==> config.mk <==
export PLATFORM = sky130hd
export DESIGN_NAME = ram_word_sequencer_flat
export DESIGN_NICKNAME = d
export VERILOG_FILES = /design/src/rtl/ram_word_sequencer_pkg.sv /design/src/rtl/ram_word_sequencer_if.sv /design/src/rtl/ram_word_sequencer_decoder.sv /design/src/rtl/ram_word_sequencer.sv /design/src/flat_wrapper.sv
export SDC_FILE = /design/constraint.sdc
export NUM_CORES = 1
export LEC_CHECK = 0
export CORE_AREA = 2 2 39 41
export DETAILED_ROUTE_END_ITERATION = 10
export DIE_AREA = 0 0 41 43
export GPL_ROUTABILITY_DRIVEN = 0
export PLACE_DENSITY = 0.69
export SYNTH_ARGS = -nofsm -noshare
export SYNTH_HDL_FRONTEND = slang
export SYNTH_SLANG_ARGS = --single-unit
export TNS_END_PERCENT = 10
==> constraint.sdc <==
create_clock -name clk -period 1.36 [get_ports clk]
set_input_delay 0.136 -clock clk [delete_from_list [all_inputs] [get_ports clk]]
set_output_delay 0.136 -clock clk [all_outputs]
set_load 0.1 [all_outputs]
==> src/rtl/ram_word_sequencer_pkg.sv <==
// Shared types for the RAM word sequencer: FSM state encoding and word-count helper.
package ram_word_seq_pkg;

  typedef enum logic [1:0] {
    ST_IDLE    = 2'd0,
    ST_ACTIVE  = 2'd1,
    ST_RECOVER = 2'd2
  } state_e;

  function automatic int words_of(input int aw);
    return 1 << aw;
  endfunction

endpackage

==> src/rtl/ram_word_sequencer_if.sv <==
// Requester <-> sequencer bus: request fields in, handshake and word-line drive out.
interface ram_word_sequencer_if #(
  parameter int ADDR_W = 2,
  parameter int BL_W   = 2
);
  import ram_word_seq_pkg::*;
  localparam int WORDS = words_of(ADDR_W);

  logic              memory_en;
  logic              req;
  logic              write;
  logic [ADDR_W-1:0] address;
  logic [BL_W-1:0]   burst_len;
  logic              ack;
  logic              busy;
  logic [WORDS-1:0]  word;
  logic              write_en;
  logic              done;
  logic              abort;

  modport master (
    output memory_en, req, write, address, burst_len,
    input  ack, busy, word, write_en, done, abort
  );

  modport slave (
    input  memory_en, req, write, address, burst_len,
    output ack, busy, word, write_en, done, abort
  );
endinterface

==> src/rtl/ram_word_sequencer_decoder.sv <==
// Combinational binary-to-one-hot word-line decoder; all-zero when disabled.
module ram_onehot_decoder
  import ram_word_seq_pkg::*;
#(
  parameter int ADDR_W = 2
) (
  input  logic [ADDR_W-1:0]           address,
  input  logic                        en,
  output logic [words_of(ADDR_W)-1:0] word
);
  always_comb begin
    word = '0;
    if (en) word[address] = 1'b1;
  end
endmodule

==> src/rtl/ram_word_sequencer.sv <==
// Registered word-line sequencer: req/ack handshake, one-cycle recovery, abort on enable drop.
// Burst/auto-increment support is built only when RAM_WORD_SEQ_BURST_EN is defined.
module ram_word_sequencer
  import ram_word_seq_pkg::*;
#(
  parameter int ADDR_W = 2,
  parameter int BL_W   = 2
) (
  input logic                  clk,
  input logic                  rst_n,
  ram_word_sequencer_if.slave  bus
);
  localparam int WORDS = words_of(ADDR_W);

  state_e            r_state;
  logic              r_ack, r_busy, r_we, r_done, r_abort;
  logic [WORDS-1:0]  r_word;
  logic [ADDR_W-1:0] w_dec_addr;
  logic [WORDS-1:0]  w_dec_word;
  logic              w_accept, w_first_last, w_last, w_next_last;

  assign w_accept = bus.req && bus.memory_en;

`ifdef RAM_WORD_SEQ_BURST_EN
  logic [ADDR_W-1:0] r_addr;
  logic [BL_W-1:0]   r_cnt;

  // Decode the start address on acceptance, otherwise the next (wrapping) address.
  assign w_dec_addr   = (r_state == ST_IDLE) ? bus.address : r_addr + 1'b1;
  assign w_first_last = (bus.burst_len == '0);
  assign w_last       = (r_cnt == '0);
  assign w_next_last  = (r_cnt == BL_W'(1));

  always_ff @(posedge clk or negedge rst_n) begin
    if (!rst_n) begin
      r_addr <= '0;
      r_cnt  <= '0;
    end else if (r_state == ST_IDLE && w_accept) begin
      r_addr <= bus.address;
      r_cnt  <= bus.burst_len;
    end else if (r_state == ST_ACTIVE && !w_last && bus.memory_en) begin
      r_addr <= r_addr + 1'b1;
      r_cnt  <= r_cnt - 1'b1;
    end
  end
`else
  logic w_unused_bl;

  assign w_unused_bl  = ^bus.burst_len;
  assign w_dec_addr   = bus.address;
  assign w_first_last = 1'b1;
  assign w_last       = 1'b1;
  assign w_next_last  = 1'b0;
`endif

  ram_onehot_decoder #(.ADDR_W(ADDR_W)) u_dec (
    .address (w_dec_addr),
    .en      (bus.memory_en),
    .word    (w_dec_word)
  );

  always_ff @(posedge clk or negedge rst_n) begin
    if (!rst_n) begin
      r_state <= ST_IDLE;
      r_ack   <= 1'b0;
      r_busy  <= 1'b0;
      r_we    <= 1'b0;
      r_done  <= 1'b0;
      r_abort <= 1'b0;
      r_word  <= '0;
    end else begin
      r_ack   <= 1'b0;
      r_abort <= 1'b0;
      case (r_state)
        ST_IDLE: begin
          if (w_accept) begin
            r_state <= ST_ACTIVE;
            r_ack   <= 1'b1;
            r_busy  <= 1'b1;
            r_word  <= w_dec_word;
            r_we    <= bus.write;
            r_done  <= w_first_last;
          end
        end
        ST_ACTIVE: begin
          // Completion wins over an enable drop on the last word's edge.
          if (w_last) begin
            r_state <= ST_RECOVER;
            r_word  <= '0;
            r_we    <= 1'b0;
            r_done  <= 1'b0;
          end else if (!bus.memory_en) begin
            r_state <= ST_RECOVER;
            r_word  <= '0;
            r_we    <= 1'b0;
            r_done  <= 1'b0;
            r_abort <= 1'b1;
          end else begin
            r_word  <= w_dec_word;
            r_done  <= w_next_last;
          end
        end
        ST_RECOVER: begin
          r_state <= ST_IDLE;
          r_busy  <= 1'b0;
        end
        default: begin
          r_state <= ST_IDLE;
          r_busy  <= 1'b0;
          r_word  <= '0;
          r_we    <= 1'b0;
          r_done  <= 1'b0;
        end
      endcase
    end
  end

  assign bus.ack      = r_ack;
  assign bus.busy     = r_busy;
  assign bus.word     = r_word;
  assign bus.write_en = r_we;
  assign bus.done     = r_done;
  assign bus.abort    = r_abort;
endmodule

==> src/flat_wrapper.sv <==
// flat-port wrapper written by rule: the top's interface ports become plain ports
module ram_word_sequencer_flat import ram_word_seq_pkg::*;
#(
  parameter int ADDR_W = 2,
  parameter int BL_W   = 2
)
  (clk, rst_n, bus_memory_en, bus_req, bus_write, bus_address, bus_burst_len, bus_ack, bus_busy, bus_word, bus_write_en, bus_done, bus_abort);
  ram_word_sequencer_if #(.ADDR_W(ADDR_W), .BL_W(BL_W)) bus_i ();
  input logic clk;
  input logic rst_n;
  input wire logic [$bits(bus_i.memory_en)-1:0] bus_memory_en;
  input wire logic [$bits(bus_i.req)-1:0] bus_req;
  input wire logic [$bits(bus_i.write)-1:0] bus_write;
  input wire logic [$bits(bus_i.address)-1:0] bus_address;
  input wire logic [$bits(bus_i.burst_len)-1:0] bus_burst_len;
  output wire logic [$bits(bus_i.ack)-1:0] bus_ack;
  output wire logic [$bits(bus_i.busy)-1:0] bus_busy;
  output wire logic [$bits(bus_i.word)-1:0] bus_word;
  output wire logic [$bits(bus_i.write_en)-1:0] bus_write_en;
  output wire logic [$bits(bus_i.done)-1:0] bus_done;
  output wire logic [$bits(bus_i.abort)-1:0] bus_abort;
  assign bus_i.memory_en = bus_memory_en;
  assign bus_i.req = bus_req;
  assign bus_i.write = bus_write;
  assign bus_i.address = bus_address;
  assign bus_i.burst_len = bus_burst_len;
  assign bus_ack = bus_i.ack;
  assign bus_busy = bus_i.busy;
  assign bus_word = bus_i.word;
  assign bus_write_en = bus_i.write_en;
  assign bus_done = bus_i.done;
  assign bus_abort = bus_i.abort;
  ram_word_sequencer #(.ADDR_W(ADDR_W), .BL_W(BL_W)) u_core (.clk(clk), .rst_n(rst_n), .bus(bus_i));
endmodule
Word-level counts from Yosys, hierarchy flattened --
Cells that the tools add are included.
Operators by class: reductions and logical operators 5, bitwise gates (word level) 2, magnitude comparators 2, equality and inequality tests 3, muxes and demuxes 14
Operator list (count):
- $mux W4 | 2
- $pmux W4 S2 | 1
- $pmux W1 S2 | 3
- $mux W1 | 5
- $pmux W2 S2 | 1
- $reduce_and A2 Y1 | 2
- $lt A2 B3 Y1 const B | 1
- $demux W1 S2 | 1
- $eq A2 B1 Y1 const B | 1
- $eq A2 B2 Y1 const B | 1
- $ge A2 B1 Y1 const B | 1
- $logic_and A1 B1 Y1 | 2
- $logic_not A2 Y1 | 1
- $mux W2 | 1
- $ne A2 B1 Y1 const B | 1
- $not A1 Y1 | 2
Storage, ports and cells: flip-flop bits (word level) 10

Longest topological paths before layout --
depth after elaboration 7, gate-level depth with buffers 4

Cells and area by module --
A second synthesis with hierarchy kept.
Unflattened totals: cells, all modules 43, area total of the unflattened synthesis 485.5 sq um
By module, submodules not included:
- ram_word_sequencer | seq. area each 250.2 sq um, cells an instance 39, instances 1, area each 447.9 sq um
- ram_onehot_decoder | seq. area each 0.0 sq um, cells an instance 4, instances 1, area each 37.5 sq um

Worst setup path before layout --
No wires, ideal clock.
path kind register to register, start point reg u_core.bus.word[1] (netlist name), end point reg u_core.r_word[1], in the netlist u_core.bus.word[1], cell stages (with the launch flop) 3, buffers on the path 0, arrival 1.130 ns, setup time 0.101 ns, clock period less this slack 1.231 ns, path slack 0.129 ns, cells stage by stage dfrtp_1 > nand2b_1 > o32ai_1
RTL lines:
- end signal, assigned | line ram_word_sequencer.sv:80 | r_word <= w_dec_word;
- end signal, assigned | line ram_word_sequencer.sv:99 | r_word <= w_dec_word;
- end, declared | line ram_word_sequencer.sv:17 | logic [WORDS-1:0] r_word;

Worst setup path after layout --
start point reg u_core.r_state[1], end point reg u_core.r_word[3], in the netlist u_core.bus.word[3]
On the way: cells in the longest elaborated chain, start to end 3
Ends and longest elaborated chain:
- start, declared | line ram_word_sequencer.sv:15 | state_e r_state;
- start signal, assigned | line ram_word_sequencer.sv:64 | r_state <= ST_IDLE;
- start signal, assigned | line ram_word_sequencer.sv:77 | r_state <= ST_ACTIVE;
- start signal, assigned | line ram_word_sequencer.sv:88 | r_state <= ST_RECOVER;
- $logic_not A2 Y1 / $eq A2 B2 Y1 (equally long branches) | line ram_word_sequencer.sv:74 | case (r_state)
- $ne A2 B1 Y1 (no line) / $not A1 Y1 (equally long branches)
- $reduce_and A2 Y1 (no line)
Parallel ways exist; a longest one is shown, timed or not. A chain may end at the register's enable or synchronous reset.

==> flow_summary.toml <==
[layout]
fin_nets = 62
final_cell_area_um2 = 670.6
drive_gt1_share_pct = 33.33
area_growth_syn_to_layout_pct = 65.43
final_util_pct = 48.46
stdcell_count = 67
diodes = 0

[clock_tree]
clockRootBuffer = "clkbuf_4"
postCtsSetupRepairBufs = 0
post_cts_resized = 0
cts_buffer_depth = 2
hold_buffers = 0
insertion_delay_ns = 0.26
cts_buffers = 3
cts_tree = "built"
clock-sinks = 10
htreeDepth = 1
path_clk_slew_ns = 0.06

[logic_synthesis]
synth-seq-area-share_pct = 61.73
netlist_instances = 34
syn_nets = 43
yosysMostFrequentCell = "dfrtp_1"
syn_area_um2 = 405.4
async_flop_share_pct = 100.0
netlist_top_cells_count = "10 x dfrtp_1, 4 x inv_1, 4 x o32ai_1"
ys_types = 14
synthTopCellsByArea = "dfrtp_1 62%, o32ai_1 8.6%, nand2b_1 4.6%, nand2b_2 4.3%, inv_1 3.7%"
ys_ff_latch = 10
avgSynthCellArea_um2 = 11.92
synth-edff-count = 0
ys.flop_type = "dfrtp_1"
yosysWarningCount = 0
synth_top_area_cell = "dfrtp_1"
synth.top_cell.area_share_pct = 61.73

[sta]
hold_viol = 0
period_minus_slack_ns = 1.103
setup_slack_ns = 0.2571
setup_viol = 0
whs_ns = 0.1785
setup_tns_ns = 0
clock-skew-final_ns = 0.001974
max_freq_mhz = 906.7
min_period_over_period_pct = 81.09
rsz0062_at_grt = "no"
finalMaxSlewViolations = 0

[critical_path]
r2r_setup_slack_ns = 0.26
r2r_cells = 3
cp_slowest_cell = "dfrtp_1"
critPathArrivalTime_ns = 1.26
cp_max_fo = 8
critPathCaptureType = "flip-flop"
endpoint = "u_core.bus.word[3]"
worst-setup-path-type = "flip-flop to flip-flop"
start_kind = "flip-flop"
crit-reg2reg-launch = "u_core.r_state[1]"
startpoint = "u_core.r_state[1]"
critPathMaxStageDelay_ns = 0.40
reg2reg_to = "u_core.bus.word[3]"
cp.required_ns = 1.52
path_cells = "nand4bb_1, buf_4, o32ai_1"

[floorplanning]
die_x_um = 41
ios = 18
core-area_um2 = 1384
initial_core_util_pct = 29.29
die_h_um = 43
die-area_um2 = 1763
placementRows = 14

[run_status]
status = "finished, final reports clean"

[power_and_ir_drop]
cellPowerDensity_nw_per_um2 = 1453
leakagePower_nw = 0.3141
p_total_mw = 0.9747
vdd.ir_drop.worst_mv = 0.6341

[route]
drt-total-wl_um = 720
drc_errors = 0
vias = 313
antenna_left = 0
first_iter_violations = 1
wl_per_cell_um = 10.75
drt_pass1_iterations = 2
routed_via_density = 4.672

[place]
place_inst = 64
hpwl_um = 573.8
pre_cts_ws_ns = 0.1140
placed_area_um2 = 648.1
io_buffer_count = 14

[job]
maxCapViolations = 0

[global_route]
grt_max_degree = 11
grt_pass1_wl_mm = 1.255
grt_pass1_vias = 317
antenna_found_initial = 0
grt.overflow.total = 0
grt_usage_pct = 11.10

[worst_hold_path]
hp-class = "input port to asynchronous set/reset pin"
## logic make-up after synthesis
| family | Yosys count | synth area share [%] |
|---|---|---|
| and+or+nand+nor | 8 | 15.43 |
| DFF | 10 | 61.73 |
| buffers and inverters | 8 | 8.641 |
| other | 1 | 0.9250 |
| AOI/OAI and AO/OA | 7 | 13.27 |
## critical path: cells and delay by family (launching register included)
family	cells	cell delay, ns
DFF	1	0.40
AOI/OAI and AO/OA	1	0.24
and+or+nand+nor	1	0.18
buffers and inverters	1	0.17
## where the power goes
| group | total [mW] | internal (mW) | switching [mW] |
|---|---|---|---|
| combinational | 0.417 | 0.150 | 0.267 |
| sequential | 0.363 | 0.329 | 0.0336 |
| clock | 0.195 | 0.102 | 0.0934 |
## cells in the final DEF, fill, tap and decap left out
| cell type | count |
|---|---|
| o21ai_1 | 2 |
| inv_2 | 2 |
| nand2b_1 | 3 |
| conb_1 | 1 |
| buf_12 | 8 |
| nor2b_1 | 1 |
| and3b_1 | 1 |
| o32ai_1 | 4 |
| buf_4 | 2 |
| nand2b_2 | 2 |
| o2bb2ai_1 | 1 |
| clkbuf_4 | 3 |
| inv_1 | 4 |
| nand4bb_1 | 1 |
| dfrtp_1 | 10 |
| clkdlybuf4s50_1 | 6 |
## state kept, by name (all words and copies together) (netlist names)
register / flops
u_core.bus.ack: 1
u_core.bus.busy: 1
u_core.bus.done: 1
u_core.bus.word: 4
u_core.bus.write_en: 1
u_core.r_state: 2
## worst min path at each step
| stage | from | endpoint | slack, ns | depth (start not counted) |
|---|---|---|---|---|
| floorplan | rst_n | u_core.bus.ack | -0.16 | 0 |
| global placement | u_core.r_state[1] | u_core.r_state[1] | 0.46 | 1 |
| detailed placement | u_core.r_state[1] | u_core.r_state[1] | 0.46 | 1 |
| CTS | rst_n | u_core.bus.ack | 0.19 | 1 |
| global route | rst_n | u_core.bus.ack | 0.20 | 1 |
| finish | rst_n | u_core.bus.word[2] | 0.18 | 1 |
## layout make-up
type,instances,area [µm²]
Fill cell,132,713.2
Sequential cell,10,250.2
Timing Repair Buffer,16,235.2
Multi-Input combinational cell,16,120.1
Clock buffer,3,22.52
Inverter,6,22.52
Tap cell,16,20.02
## metal layers
metal  up-vias  part of all wire [%]  global-route usage (%)  wire length, µm
met2        14                    52                   17.81              376
met5         -                     0                       0                0
met1       150                    36                   11.45              257
li1        147                     -                       -                -
met4         0                   2.9                   6.000               21
met3         2                   8.9                   4.712               64
(Power assumes the default switching activity.)
==> variant (same settings) <==
Re-encode `state_e` (3 states) as one-hot, 3 bits wide.
--- a/src/rtl/ram_word_sequencer_pkg.sv
+++ b/src/rtl/ram_word_sequencer_pkg.sv
@@ -2,8 +2,8 @@
 package ram_word_seq_pkg;
 
-  typedef enum logic [1:0] {
-    ST_IDLE    = 2'd0,
-    ST_ACTIVE  = 2'd1,
-    ST_RECOVER = 2'd2
+  typedef enum logic [2:0] {
+    ST_IDLE    = 3'b001,
+    ST_ACTIVE  = 3'b010,
+    ST_RECOVER = 3'b100
   } state_e;
 
Check against the original RTL: no difference found for any inputs over 10 cycles, from zero or initial values and one cycle with rst_n low; not proved beyond that.
==> variant against the unedited design <==
  * Combinational power up 5.0%
  * Critical path depth unchanged
  * Total power up 8.5%
  * Wire length up 47%
  * Final area up 20%
  * Sequential cell count up 1
  * Worst setup slack worse by 0.17 ns
  * Sequential power up 9.9%
  * Synthesized area up 32%
==> variant: results (changes against the unedited design) <==
| Metric | Value |
|---|---|
| Dpl hpwl | `773 um (was 574 um)` |
| Slew @ Worst Pin | `0.534 ns` |
| Vias in the first global route | `405 (was 317)` |
| Critical Path Max Stage Delay | `0.58 ns (was 0.40 ns)` |
| Total Routing Usage GR | `15.0% (was 11.1%)` |
| Global-route wire length before repair | `1760 um (was 1260 um)` |
| M1 wire length | `478 um (was 257 um)` |
| Synth unique cells | `22 (was 14)` |
| CTS H-tree lvls | `1 (unchanged)` |
| Hold crit path type | `input pin to async pin (unchanged)` |
| Max_cap viols | `0 (unchanged)` |
| Number of flip-flops in the largest register | `4 (unchanged)` |
| Lkg Pwr | `0.353 nW (was 0.314 nW)` |
| Fill cells | `121 (was 132)` |
| Clk Latency, worst-skew pair | `0.27 ns` |
| Critical path's top delay family | `flip-flops (unchanged)` |
| Max IR drop VDD | `0.598 mV (was 0.634 mV)` |
| Final #Nets | `78 (was 62)` |
| Port bufs | `14 (unchanged)` |
| CTS clk-pin slew, worst paths | `0.07 ns` |
| DR iter-0 viols | `5 (was 1)` |
| Setup crit start | `u_core.r_state[0]$_DFFE_PN1P_ (was u_core.r_state[1]$_DFFE_PN0P_)` |
| Initial antenna violation count | `0 (unchanged)` |
| Crit path DAT | `1.46 ns (was 1.26 ns)` |
| Asr flop ratio synth | `100% (unchanged)` |
| Switching part of the total | `39.6% (was 40.4%)` |
| CP Max Fanout | `7 (was 8)` |
| Routed wl met3 | `74 um (was 64 um)` |
| Net Count, Synth | `59 (was 43)` |
| CTS Buf Count | `3 (unchanged)` |
| Layout cell share with drive strength beyond 1 | `26.5% (was 33.3%)` |
| Outcome | `finished clean (unchanged)` |
| Deepest clock path buffer count | `2 (unchanged)` |
| Via density | `4.89 (was 4.67)` |
| Register area share after synthesis | `51.5% (was 61.7%)` |
| Largest net degree at the start of global routing | `12 (was 11)` |
| Cts repair resizes | `0 (unchanged)` |
| Top post-synthesis cells by area | `dfrtp_1 47%, mux2i_1 9.3%, nand2b_1 7.0% (was dfrtp_1 62%, o32ai_1 8.6%, nand2b_1 4.6%)` |
| Met2 wire length | `486 um (was 376 um)` |
| Worst Skew | `0.00221 ns (was 0.00197 ns)` |
| Setup bufs post-CTS | `0 (unchanged)` |
| Top sig layer | `met4 (unchanged)` |
| CP max-delay cell | `dfstp_2 (was dfrtp_1)` |
| DRT Pass-1 Iters | `3 (was 2)` |
| Synth top cells by count | `10 x dfrtp_1, 6 x nand2b_1, 5 x mux2i_1, 5 x nand2_1, 4 x nor2_1 (was 10 x dfrtp_1, 4 x inv_1, 4 x o32ai_1)` |
| # diodes | `0 (unchanged)` |
| CTS root buf | `clkbuf_4 (unchanged)` |
| Ys Warns | `0 (unchanged)` |
| Wire per inst | `12.6 um (was 10.7 um)` |
-- variant: cells by family (layout without fill, tap and decap cells) --
logic type	count (synthesis)	in the layout	share of synthesized area, %
simple gates	24	24	26.6
flops	11	11	51.5
compound gates	7	7	9.79
mux	5	5	9.32
buf+inv	2	20	2.10
other cells	1	1	0.699
-- variant: final timing paths --
check	to	slack, ns	cells past startpoint
setup / recovery	u_core.bus.word[3]$_DFFE_PN0P_	0.09	3
hold / removal	u_core.bus.ack$_DFF_PN0_	0.22	1
setup reg to reg	u_core.bus.word[3]$_DFFE_PN0P_	0.09	3
hold reg to reg	u_core.bus.busy$_DFFE_PN0P_	0.59	1
max in group asynchronous	u_core.r_state[0]$_DFFE_PN1P_	0.78	1
min in group clk	u_core.bus.word[3]$_DFFE_PN0P_	0.51	3
-- variant: stage by stage --
| step | setup slack [ns] | instances | cell area (um2) |
|---|---|---|---|
| finish | 0.0889 | 84 | 807 |
| CTS | 0.0770 | 84 | 807 |
| detailed placement | 0.0555 | 80 | 781 |
| global placement | 0.0555 | 80 | 781 |
| global route | -0.00538 | 84 | 807 |
| floorplan | 0.0215 | 50 | 537 |
-- variant: area by class of cell --
cell class                      instances  area, um2  share of cell area [%]
Clock buffer                            4       26.3                    3.26
Multi-Input combinational cell         37        249                    30.9
Sequential cell                        11        277                    34.3
Tap cell                               16       20.0                    2.48
Timing Repair Buffer                   16        235                    29.1
-- variant: power by group through the flow --
| stage | sequential (W) | clock [W] | combinational (W) |
|---|---|---|---|
| global route | 0.000404 | 0.000248 | 0.000456 |
| detailed placement | 0.000406 | 0 | 0.000440 |
| CTS | 0.000400 | 0.000231 | 0.000440 |
| floorplan | 0.000577 | 0 | 0.0000949 |
| global placement | 0.000404 | 0 | 0.000436 |
| finish | 0.000399 | 0.000220 | 0.000438 |
-- variant: metal layers --
metal,vias to the layer above,track usage [%]
met5,-,0
li1,204,-
met2,15,21.6
met1,190,20.1
met3,2,3.66
met4,0,8.00
